**config.mk**
```make
export PLATFORM = sky130hd
export DESIGN_NAME = mac_block_accumulator
export DESIGN_NICKNAME = d
export VERILOG_FILES = /design/src/rtl/sun_parameter.sv /design/src/rtl/mac_block_accumulator.sv
export SDC_FILE = /design/constraint.sdc
export NUM_CORES = 1
export LEC_CHECK = 0
export CAP_MARGIN = 10
export CORE_ASPECT_RATIO = 1.75
export CORE_MARGIN = 2
export CORE_UTILIZATION = 50
export DETAILED_ROUTE_END_ITERATION = 10
export DONT_BUFFER_PORTS = 1
export GPL_ROUTABILITY_DRIVEN = 0
export GPL_TIMING_DRIVEN = 1
export SYNTH_ARGS = -nofsm -noshare
export SYNTH_HDL_FRONTEND = slang
export SYNTH_SLANG_ARGS = --single-unit
```
**constraint.sdc**
```tcl
create_clock -name clk -period 6.94 [get_ports clk]
set_input_delay 1.041 -clock clk [delete_from_list [all_inputs] [get_ports clk]]
set_output_delay 1.041 -clock clk [all_outputs]
set_load 0.05 [all_outputs]
```
**src/rtl/sun_parameter.sv**
```systemverilog
// Shared datapath parameters for the MAC pipeline.
// Holds the base width, the default block length and the block-accumulator states.
package sun_parameter;

  localparam int sun = 8;
  localparam int MAC_ACC_LEN = 4;

  typedef enum logic [1:0] {
    IDLE = 2'd0,
    ACC  = 2'd1,
    DONE = 2'd2
  } mac_acc_state_t;

endpackage

```
**src/rtl/mac_block_accumulator.sv**
```systemverilog
// Sums LEN MAC results per block and hands the total out on valid/ready.
// Define MAC_ACC_SAT_EN for a saturating accumulator with an overflow flag.
module mac_block_accumulator
  import sun_parameter::*;
#(
  parameter int W     = sun * 2,
  parameter int LEN   = MAC_ACC_LEN,
  parameter int ACC_W = W + 4
) (
  input  logic             clk,
  input  logic             rst_n,
  input  logic             clear,
  input  logic [W-1:0]     in_data,
  input  logic             in_valid,
  output logic             in_ready,
  output logic [ACC_W-1:0] out_sum,
  output logic             out_valid,
  input  logic             out_ready,
  output logic             out_ovf
);

  localparam int CW = $clog2(LEN + 1);

  mac_acc_state_t   state;
  logic [ACC_W-1:0] acc;
  logic [CW-1:0]    cnt;
  logic [ACC_W-1:0] nxt;
  logic             accept;
  logic             last;
  logic             leave;

  assign in_ready = (state != DONE);
  assign accept   = in_valid && in_ready;
  assign last     = accept && (cnt == CW'(LEN - 1));
  assign leave    = (state == DONE) && out_ready;

`ifdef MAC_ACC_SAT_EN
  logic [ACC_W:0] wide;
  logic           carry;
  logic           ovf;

  always_comb begin
    wide  = {1'b0, acc} + {1'b0, ACC_W'(in_data)};
    carry = wide[ACC_W];
    nxt   = carry ? '1 : wide[ACC_W-1:0];
  end

  // Sticky carry for the running block; published with the total.
  always_ff @(posedge clk) begin
    if (!rst_n || clear || leave) begin
      ovf     <= 1'b0;
      out_ovf <= 1'b0;
    end else if (accept) begin
      ovf <= ovf | carry;
      if (last) out_ovf <= ovf | carry;
    end
  end
`else
  assign nxt     = acc + ACC_W'(in_data);
  assign out_ovf = 1'b0;
`endif

  always_ff @(posedge clk) begin
    if (!rst_n) begin
      state     <= IDLE;
      acc       <= '0;
      cnt       <= '0;
      out_sum   <= '0;
      out_valid <= 1'b0;
    end else if (clear) begin
      state     <= IDLE;
      acc       <= '0;
      cnt       <= '0;
      out_valid <= 1'b0;
    end else begin
      unique case (state)
        IDLE, ACC: begin
          if (accept) begin
            acc   <= nxt;
            cnt   <= cnt + 1'b1;
            state <= ACC;
            if (last) begin
              state     <= DONE;
              out_sum   <= nxt;
              out_valid <= 1'b1;
            end
          end
        end
        DONE: begin
          if (out_ready) begin
            state     <= IDLE;
            acc       <= '0;
            cnt       <= '0;
            out_valid <= 1'b0;
          end
        end
        default: begin
          state     <= IDLE;
          acc       <= '0;
          cnt       <= '0;
          out_valid <= 1'b0;
        end
      endcase
    end
  end

endmodule
```
==> load_flow_metrics.sql, run 1 <==
INSERT INTO impl_metrics (metric_group, metric, value, unit) VALUES
('run', 'max_cap_violations', '0', ''),
('synthesis', 'mappedNetlistNets', '395', ''),
('min_path', 'whs_path_depth', '2', ''),
('cts', 'tritoncts', 'yes', ''),
('global_route', 'grt_pass1_vias', '2479', ''),
('synthesis', 'postSynthCellCount', '355', ''),
('synthesis', 'netlist_top_cells_area', 'dfxtp_1 32%, ha_1 7.9%, nand2_1 5.7%', ''),
('floorplan', 'io_pins', '44', ''),
('place', 'numPlacedInstances', '412', ''),
('worst_setup_path', 'timing.critical_path.fanout_max', '5', ''),
('sta', 'timing.final.setup_violations', '0', ''),
('worst_setup_path', 'critPathArrivalTime', '3.07', 'ns'),
('sta', 'fin_worst_skew', '0.008264', 'ns'),
('floorplan', 'floorplan.die_area', '6331', 'µm²'),
('detailed_routing', 'dr.first_iter.drc_count', '163', ''),
('synthesis', 'predominant_post_synthesis_flop_cell', 'dfxtp_1', ''),
('detailed_routing', 'num_vias', '2552', ''),
('cts', 'cts.path.max_buffers', '2', ''),
('final_layout', 'share_of_post_route_cells_with_drive_strength_above_1', '0.06686', ''),
('power', 'power_leakage', '1.136', 'nW'),
('final_layout', 'mostFrequentLayoutCells', '46 x dfxtp_1, 43 x nand2_1, 28 x nor2_1', ''),
('place', 'placed_cell_area', '2879', 'µm²'),
('power', 'power-per-cell-area', '187.2', 'nW/µm²'),
('floorplan', 'fp.dieH', '103.8', 'µm'),
('detailed_routing', 'routed_via_density', '6.076', ''),
('sta', 'layout_min_cycle_time', '2.815', 'ns'),
('final_layout', 'final_nets', '383', ''),
('detailed_routing', 'drt_first_pass_iters', '5', ''),
('synthesis', 'netlist.area_leader.share', '0.3238', ''),
('worst_setup_path', 'reg2reg_setup_slack', '4.53', 'ns'),
('cts', 'cts_hold_buf', '0', ''),
('synthesis', 'synth_edf_count', '0', ''),
('cts', 'cts.repair.resized', '0', ''),
('final_layout', 'syn2layout_area_growth', '4.971', '%'),
('worst_setup_path', 'launch_point_of_the_worst_reg_to_reg_path', 'acc[0]', ''),
('floorplan', 'fp.dieW', '61.01', 'µm'),
('sta', 'final_hold_viol_count', '0', ''),
('worst_setup_path', 'worst_setup_path_start_kind', 'input pin', ''),
('sta', 'timing_worst_slew_pin_value', '0.6627', 'ns'),
('synthesis', 'synth_area_leader_cell', 'dfxtp_1', ''),
('detailed_routing', 'route.detailed.drc', '0', ''),
('cts', 'clk_root_buffer_cell', 'clkbuf_8', ''),
('min_path', 'timing.hold.worst.class', 'register to register', ''),
('min_path', 'worst_hold_path.endpoint', 'acc[0]', ''),
('cts', 'cts.clk_slew.worst_paths', '0.09', 'ns'),
('synthesis', 'synth_area_per_cell', '8.011', 'µm²'),
('global_route', 'grt_max_degree', '36', ''),
('place', 'post-place-ws', '3.804', 'ns'),
('synthesis', 'post_synth_arst_share', '0', ''),
('detailed_routing', 'wirelength', '7460', 'µm'),
('sta', 'fin_ws', '4.125', 'ns'),
('sta', 'maxSlewViolCount', '0', ''),
('final_layout', 'layout_commonest_cell', 'dfxtp_1', ''),
('global_route', 'grt.overflow.total', '0', ''),
('place', 'port_buffers', '0', ''),
('cts', 'clock-sinks', '46', ''),
('worst_setup_path', 'cp_num_buf_inv', '0', ''),
('detailed_routing', 'antenna_left', '0', ''),
('place', 'hpwl', '5292', 'µm'),
('worst_setup_path', 'worstPathRequired', '7.19', 'ns'),
('power', 'power.ir.vdd_worst', '133.9', 'µV'),
('worst_setup_path', 'slowest_delay', '0.44', 'ns'),
('synthesis', 'sequential_share_of_the_synthesized_area', '0.3238', ''),
('global_route', 'grt_use_total', '0.2599', ''),
('worst_setup_path', 'path_class', 'input pin to register', ''),
('sta', 'slew-limit-headroom', '0.5582', ''),
('sta', 'unrepaired_setup_endpoints_after_global_routing', 'false', ''),
('global_route', 'grt_antenna_before_repair', '0', ''),
('floorplan', 'initial_utilization', '0.5133', ''),
('status', 'status', 'completed', ''),
('final_layout', 'post_layout_nonfiller_instances', '420', '');
-- metrics by stage --
step / util / hold slack [ns]
global placement: 0.5196 / 0.4422
detailed placement: 0.5196 / 0.4532
finish: 0.5388 / 0.4623
global route: 0.5388 / 0.4872
CTS: 0.5388 / 0.4659
floorplan: - / 0.4356
-- cell families (layout without fill, tap and decap cells) --
kind of cell,after synthesis,after routing,synth area share
xor+xnor,7,7,0.02156
buf+inv,30,19,0.04312
other cells,1,1,0.001319
simple gates,142,142,0.2468
fa+ha+maj,19,19,0.08623
mux,1,1,0.003520
flops,46,46,0.3238
compound gates,109,109,0.2737
-- how the worst max path moves through the flow --
stage / start / end / slack (ns) / depth (start not counted)
CTS: in_data[0] / acc[16] / 4.14 / 8
global route: in_data[0] / acc[16] / 4.00 / 8
finish: in_data[0] / acc[16] / 4.12 / 8
floorplan: in_data[0] / acc[16] / 4.00 / 8
global placement: in_data[0] / acc[16] / 3.87 / 8
detailed placement: in_data[0] / acc[16] / 3.80 / 8
-- cells in the mapped netlist (4+ instances only) --
| master | n |
|---|---|
| dfxtp_1 | 46 |
| nand2_1 | 43 |
| nor2_1 | 29 |
| a21oi_1 | 25 |
| ha_1 | 18 |
| nand3_1 | 18 |
| clkbuf_1 | 17 |
| o21ai_0 | 10 |
| a21boi_0 | 9 |
| nor3_1 | 9 |
| inv_1 | 7 |
| o211ai_1 | 7 |
| a21o_1 | 6 |
| a22oi_1 | 6 |
| a31oi_1 | 6 |
| and3_1 | 6 |
| o21ai_1 | 6 |
| or4_1 | 6 |
| buf_2 | 5 |
| nand3b_1 | 5 |
| nand4_1 | 5 |
| xnor2_1 | 5 |
| nand2b_1 | 4 |
| o2111ai_1 | 4 |
| o211a_1 | 4 |
| or2_2 | 4 |
-- final cells by class --
class / instances / area (µm²)
Inverter: 7 / 26.28
Tap cell: 76 / 95.09
Timing Repair Buffer: 4 / 30.03
Clock inverter: 1 / 30.03
Fill cell: 557 / 2555
Clock buffer: 7 / 76.32
Multi-Input combinational cell: 279 / 1807
Sequential cell: 46 / 920.9
-- sequential cells by signal, summed over array words and instances, names as in the netlist --
register and cells:
acc 20, cnt 3, out_sum 20, out_valid 1
state 2
-- worst register-to-register path: cells and delay by family, from the launching register on --
kind	cells	cell delay, ns
simple gates	2	0.57
flops	1	0.32
fa+ha+maj	2	0.67
compound gates	4	0.77
-- power by group --
part | leakage (nW) | switching (mW) | internal [mW]
Combinational | 0.712 | 0.0527 | 0.0317
Clock | 0.0524 | 0.0949 | 0.108
Sequential | 0.372 | 0.00310 | 0.268
-- layer usage --
layer  track usage  share of wire
met3       0.04619          0.026
met5             0              0
met2        0.4654           0.56
met1        0.2901           0.40
met4       0.09317          0.020
Note: power is estimated with default switching activity, not from simulation.
==> inputs of run 2 (changes only) <==
==> constraint.sdc (replaced) <==
create_clock -name clk -period 2.9 [get_ports clk]
set_input_delay 0.435 -clock clk [delete_from_list [all_inputs] [get_ports clk]]
set_output_delay 0.435 -clock clk [all_outputs]
set_load 0.05 [all_outputs]
==> run 2 against run 1 <==
  * Largest power group unchanged
  * Combinational power rose by 140%
  * Highest routed layer unchanged
  * Non-clock buffer count increased by 1
  * Power is 130% higher
  * Sequential power up 140%
  * Sequential share of layout area hardly changed
  * Utilization fell by 0.068 points
  * Routed wire length up 1.8%
  * Via count grew 0.98%
==> load_flow_metrics.sql, run 2 (synthesis gave the netlist of run 1 again) <==
INSERT INTO impl_metrics (metric_group, metric, value, unit) VALUES
('worst_setup_path', 'launch_point_of_the_worst_reg_to_reg_path', 'acc[0]', ''),
('min_path', 'worst_hold_path.endpoint', 'out_sum[8]', ''),
('power', 'power-per-cell-area', '430.1', 'nW/µm²'),
('worst_setup_path', 'critPathArrivalTime', '2.61', 'ns'),
('min_path', 'timing.hold.worst.class', 'input pin to register', ''),
('place', 'hpwl', '5470', 'µm'),
('sta', 'slew-limit-headroom', '0.5584', ''),
('cts', 'clock_insertion_delay_worst_skew', '0.32', 'ns'),
('floorplan', 'coreArea', '5540', 'µm²'),
('sta', 'timing.setup.tns', '0', 'ns'),
('sta', 'fin_crit_sh', '0.8172', ''),
('global_route', 'grt_use_total', '0.2636', ''),
('power', 'power.ir.vdd_worst', '287.0', 'µV'),
('floorplan', 'floorplan.die_area', '6331', 'µm²'),
('cts', 'clk_root_buffer_cell', 'clkbuf_8', ''),
('worst_setup_path', 'reg2reg_setup_slack', '0.53', 'ns'),
('worst_setup_path', 'worstPathRequired', '3.14', 'ns'),
('sta', 'maxSlewViolCount', '0', ''),
('detailed_routing', 'dr.first_iter.drc_count', '170', ''),
('detailed_routing', 'antenna_left', '0', ''),
('final_layout', 'mostFrequentLayoutCells', '46 x dfxtp_1, 43 x nand2_1, 28 x nor2_1', ''),
('power', 'power_leakage', '1.136', 'nW'),
('worst_setup_path', 'critPathSlowestCell', 'fa_1', ''),
('floorplan', 'io_pins', '44', ''),
('min_path', 'whs_path_depth', '1', ''),
('worst_setup_path', 'crit_path_end_kind', 'register', ''),
('cts', 'tritoncts', 'yes', ''),
('worst_setup_path', 'worstRegToRegCells', '8', ''),
('detailed_routing', 'wl_per_cell', '18.04', 'µm'),
('final_layout', 'reg_top3', 'acc: 20 flops, out_sum: 20 flops, cnt: 3 flops', ''),
('final_layout', 'final_nets', '384', ''),
('global_route', 'grt_pass1_vias', '2535', ''),
('final_layout', 'layout_commonest_cell', 'dfxtp_1', ''),
('floorplan', 'std_cell_rows', '36', ''),
('place', 'numPlacedInstances', '413', ''),
('cts', 'cts.clk_slew.worst_paths', '0.09', 'ns'),
('cts', 'cts_hold_buf', '0', ''),
('worst_setup_path', 'crit_path_cell_trace', 'ha_1 > fa_1 > a211oi_2 > nor2_1 > o211ai_2 > a21oi_1 > or4_1 > a31oi_1', ''),
('detailed_routing', 'num_vias', '2577', ''),
('worst_setup_path', 'worst_r2r_endpoint', 'acc[16]', ''),
('sta', 'clock.fmax', '422.0', 'MHz'),
('place', 'port_buffers', '0', ''),
('floorplan', 'fp.dieW', '61.01', 'µm'),
('run', 'max_cap_violations', '0', ''),
('cts', 'cts.path.max_buffers', '2', ''),
('worst_setup_path', 'path_class', 'register to register', ''),
('sta', 'timing_worst_slew_pin_value', '0.6599', 'ns'),
('worst_setup_path', 'slowest_delay', '0.44', 'ns'),
('detailed_routing', 'routed_via_density', '6.121', ''),
('cts', 'cts.repair.resized', '0', ''),
('final_layout', 'antenna_cells', '0', ''),
('min_path', 'worst_hold_startpoint', 'rst_n', ''),
('floorplan', 'initial_utilization', '0.5133', ''),
('cts', 'clock-sinks', '46', ''),
('global_route', 'grt_max_degree', '34', ''),
('final_layout', 'syn2layout_area_growth', '4.839', '%'),
('worst_setup_path', 'worst_setup_path_start_kind', 'register', ''),
('cts', 'cts_inserted_buffers', '5', ''),
('detailed_routing', 'drt_first_pass_iters', '4', ''),
('sta', 'layout_min_cycle_time', '2.370', 'ns'),
('floorplan', 'fp.dieH', '103.8', 'µm'),
('detailed_routing', 'wirelength', '7596', 'µm'),
('cts', 'h_tree_depth', '2', ''),
('status', 'status', 'completed', ''),
('global_route', 'grt_first_pass_wirelength', '12340', 'µm'),
('final_layout', 'post_layout_nonfiller_instances', '421', ''),
('final_layout', 'share_of_post_route_cells_with_drive_strength_above_1', '0.07536', ''),
('sta', 'final_hold_viol_count', '0', ''),
('detailed_routing', 'route.detailed.drc', '0', ''),
('sta', 'unrepaired_setup_endpoints_after_global_routing', 'false', ''),
('worst_setup_path', 'timing.critical_path.fanout_max', '5', ''),
('global_route', 'grt.overflow.total', '0', ''),
('global_route', 'grt_antenna_before_repair', '0', ''),
('sta', 'timing.final.setup_violations', '0', ''),
('cts', 'cts_setup_buffers', '0', ''),
('sta', 'fin_worst_skew', '0.007691', 'ns');
[run 2: cell types whose count changed in the layout (fill, tap and decap cells not counted)]
cell	previous run	this run
buf_4	4	5
bufinv_16	1	0
clkbuf_1	2	0
clkbuf_8	5	6
clkinv_2	0	1
clkinvlp_4	0	1
[run 2: critical path: cells and delay by family (launching register included)]
| family | cells | cell delay [ns] |
|---|---|---|
| flops | 1 | 0.32 |
| fa+ha+maj | 2 | 0.66 |
| compound gates | 4 | 0.75 |
| simple gates | 2 | 0.57 |
[run 2: stage by stage]
stage	power, mW	hold WS (ns)	utilization	cell area (µm²)	setup WS, ns
6_report	1.282	0.2645	0.5382	2982	0.5303
5_1_grt	1.341	0.2506	0.5382	2982	0.2895
4_1_cts	1.295	0.2404	0.5382	2982	0.5226
3_5_place_dp	0.8678	0.4539	0.5210	2887	0.4143
3_3_place_gp	0.8667	0.4444	0.5210	2887	0.4281
2_1_floorplan	0.8289	0.4356	-	2844	0.5658
[run 2: worst max path at each step]
stage	slack (ns)	to	cells after the start	startpoint
finish	0.53	acc[16]	8	acc[0]
global route	0.29	acc[10]	8	acc[0]
CTS	0.52	acc[16]	8	acc[0]
detailed placement	0.41	acc[16]	8	in_data[0]
global placement	0.43	acc[16]	8	in_data[0]
floorplan	0.57	acc[16]	8	in_data[0]
[run 2: cell type report]
class	count	area, µm²
clock inverter	2	12.51
sequential	46	920.9
inverter	7	26.28
tap	76	95.09
multi-input combinational	279	1807
timing repair buffer	5	37.54
fill	557	2559
clock buffer	6	82.58
[run 2: power by group]
group | internal, mW | switching [mW] | leakage (nW)
clock network | 0.192 | 0.234 | 0.0472
logic | 0.0771 | 0.129 | 0.716
registers | 0.642 | 0.00762 | 0.372
total | 0.911 | 0.371 | 1.14
[run 2: routing by layer]
metal  wire, µm  track usage  vias up
met5          0            0        -
met4        286       0.1304        0
met3        235      0.04619       17
met2       4053       0.4624       53
met1       3020       0.2861     1219
li1           -            -     1288
==> inputs of run 3 (changes only) <==
--- a/config.mk
+++ b/config.mk
@@ -13,6 +13,7 @@
 export DONT_BUFFER_PORTS = 1
 export GPL_ROUTABILITY_DRIVEN = 0
 export GPL_TIMING_DRIVEN = 1
+export PLACE_DENSITY = 0.68
 export SYNTH_ARGS = -nofsm -noshare
 export SYNTH_HDL_FRONTEND = slang
 export SYNTH_SLANG_ARGS = --single-unit
==> constraint.sdc (replaced) <==
create_clock -name clk -period 2 [get_ports clk]
set_input_delay 0.3 -clock clk [delete_from_list [all_inputs] [get_ports clk]]
set_output_delay 0.3 -clock clk [all_outputs]
set_load 0.05 [all_outputs]
==> run 3 against run 2 <==
  * Hold slack got worse by 0.13 ns
  * Highest routed layer unchanged
  * Largest power group unchanged
  * Sequential power increased by 45%
  * The flow now finishes with violations (setup timing)
  * Clock-buffer cell count rose by 1
  * Setup slack worse by 0.70 ns
  * Utilization rose by 14 points
  * Cell area rose by 26%
==> load_flow_metrics.sql, run 3 (synthesis gave the netlist of run 1 again) <==
INSERT INTO impl_metrics (metric_group, metric, value, unit) VALUES
('worst_setup_path', 'crit_path_cell_trace', 'ha_4 > fa_2 > a211oi_4 > nor2_4 > o211ai_2 > a21oi_2 > or4_1 > a31oi_1', ''),
('min_path', 'whs_path_depth', '1', ''),
('sta', 'unrepaired_setup_endpoints_after_global_routing', 'true', ''),
('final_layout', 'share_of_post_route_cells_with_drive_strength_above_1', '0.3026', ''),
('detailed_routing', 'routed_via_density', '6.075', ''),
('sta', 'timing.setup.tns', '-2.149', 'ns'),
('final_layout', 'reg_top3', 'acc: 20 flops, out_sum: 20 flops, cnt: 3 flops', ''),
('worst_setup_path', 'path_class', 'register to register', ''),
('sta', 'final_hold_viol_count', '0', ''),
('worst_setup_path', 'worst_setup_path_start_kind', 'register', ''),
('status', 'failed_checks', 'setup timing', ''),
('place', 'hpwl', '5679', 'µm'),
('worst_setup_path', 'timing.critical_path.fanout_max', '5', ''),
('detailed_routing', 'wl_per_cell', '17.89', 'µm'),
('global_route', 'grt_use_total', '0.2682', ''),
('detailed_routing', 'wl_met1', '3111', 'µm'),
('global_route', 'grt_antenna_before_repair', '0', ''),
('worst_setup_path', 'worstRegToRegCells', '8', ''),
('sta', 'fin_worst_skew', '0.006359', 'ns'),
('floorplan', 'std_cell_rows', '36', ''),
('floorplan', 'initial_utilization', '0.5133', ''),
('worst_setup_path', 'worstPathRequired', '2.24', 'ns'),
('sta', 'fin_crit_sh', '1.087', ''),
('detailed_routing', 'dr.first_iter.drc_count', '128', ''),
('min_path', 'timing.hold.worst.class', 'input pin to register', ''),
('sta', 'layout_min_cycle_time', '2.173', 'ns'),
('sta', 'slew-limit-headroom', '0.6219', ''),
('global_route', 'grt_first_pass_wirelength', '12870', 'µm'),
('detailed_routing', 'wirelength', '8338', 'µm'),
('detailed_routing', 'top_signal_layer_used', 'met4', ''),
('detailed_routing', 'antenna_left', '0', ''),
('global_route', 'grt_max_degree', '34', ''),
('detailed_routing', 'num_vias', '2831', ''),
('power', 'power-per-cell-area', '558.2', 'nW/µm²'),
('final_layout', 'mostFrequentLayoutCells', '43 x buf_4, 42 x nand2_1, 42 x dfxtp_1', ''),
('floorplan', 'fp.dieH', '103.8', 'µm'),
('final_layout', 'layout_commonest_cell', 'buf_4', ''),
('min_path', 'worst_hold_startpoint', 'rst_n', ''),
('cts', 'clock-sinks', '46', ''),
('sta', 'maxSlewViolCount', '0', ''),
('status', 'status', 'finished with violations', ''),
('floorplan', 'floorplan.die_area', '6331', 'µm²'),
('final_layout', 'num-fill-cells', '440', ''),
('final_layout', 'final_nets', '429', ''),
('sta', 'timing_worst_slew_pin_value', '0.5670', 'ns'),
('floorplan', 'coreArea', '5540', 'µm²'),
('power', 'power.ir.vdd_worst', '442.7', 'µV'),
('cts', 'clk_root_buffer_cell', 'clkbuf_8', ''),
('cts', 'clock_insertion_delay_worst_skew', '0.31', 'ns'),
('power', 'power_leakage', '1.401', 'nW'),
('cts', 'cts.clk_slew.worst_paths', '0.08', 'ns'),
('place', 'numPlacedInstances', '444', ''),
('worst_setup_path', 'crit_path_end_kind', 'register', ''),
('floorplan', 'io_pins', '44', ''),
('cts', 'h_tree_depth', '2', ''),
('cts', 'tritoncts', 'yes', ''),
('detailed_routing', 'met2_length', '4538', 'µm'),
('worst_setup_path', 'launch_point_of_the_worst_reg_to_reg_path', 'acc[0]', ''),
('final_layout', 'post_layout_nonfiller_instances', '466', ''),
('run', 'max_cap_violations', '0', ''),
('sta', 'fin_ws', '-0.1731', 'ns'),
('place', 'port_buffers', '0', ''),
('final_layout', 'antenna_cells', '0', ''),
('worst_setup_path', 'critPathSlowestCell', 'or4_1', ''),
('final_layout', 'syn2layout_area_growth', '31.59', '%'),
('sta', 'timing.final.setup_violations', '22', ''),
('global_route', 'grt_pass1_vias', '2737', ''),
('detailed_routing', 'route.detailed.drc', '0', ''),
('cts', 'cts.path.max_buffers', '2', ''),
('cts', 'cts_inserted_buffers', '5', ''),
('worst_setup_path', 'critPathArrivalTime', '2.42', 'ns'),
('worst_setup_path', 'setup.worst_path.start', 'acc[0]', ''),
('floorplan', 'fp.dieW', '61.01', 'µm'),
('detailed_routing', 'drt_first_pass_iters', '4', ''),
('global_route', 'grt.overflow.total', '0', ''),
('sta', 'clock.fmax', '460.2', 'MHz'),
('detailed_routing', 'met3RoutedLength', '362', 'µm'),
('worst_setup_path', 'slowest_delay', '0.40', 'ns');
## run 3: worst paths after layout
check,endpoint,slack [ns]
worst max-delay path,acc[16],-0.17
worst min-delay path,out_sum[8],0.14
worst max register to register,acc[16],-0.17
worst min register to register,cnt[1],0.47
## run 3: timing repair
| action | CTS | global route |
|---|---|---|
| resized for setup | 32 | 41 |
| pin swaps | 28 | 32 |
| hold buffers | 0 | 0 |
| setup endpoints to repair | 19 | 25 |
| buffers inserted | 6 | 9 |
## run 3: layout make-up
cell class | instances | area, µm² | area share
tap | 76 | 95.09 | 0.02541
multi-input combinational | 279 | 2167 | 0.5791
sequential | 46 | 928.4 | 0.2481
inverter | 7 | 26.28 | 0.007021
timing repair buffer | 50 | 419.2 | 0.1120
clock buffer | 7 | 76.32 | 0.02039
clock inverter | 1 | 30.03 | 0.008024
## run 3: power by group
group / internal, mW / total, mW / switching (mW)
clock: 0.374 / 0.687 / 0.314
combinational: 0.212 / 0.456 / 0.244
sequential: 0.931 / 0.945 / 0.0140
## run 3: per-stage QoR
stage                     cell area [µm²]    util  power [mW]  hold WS (ns)  worst slack, ns
after CTS                            3481  0.6283       2.040        0.1152          -0.1587
after global placement               3163  0.5709       1.312        0.4426          -0.1310
after global routing                 3742  0.6755       2.173        0.1181          -0.2734
after floorplan                      2863       -       1.204        0.4356         -0.07094
final                                3742  0.6755       2.089        0.1366          -0.1731
after detailed placement             3163  0.5709       1.318        0.4451          -0.1727
## run 3: layer usage
metal,GRT usage,up-vias
li1,-,1382
met2,0.4593,71
met3,0.05493,24
met4,0.1475,0
met1,0.2902,1354
met5,0,-
## run 3: worst max-delay path: cells and delay by family (launching register included)
family / cells / cell delay [ns]
and+or+nand+nor: 2 / 0.48
DFF: 1 / 0.34
adders and majority gates: 2 / 0.52
AOI/OAI and AO/OA: 4 / 0.77
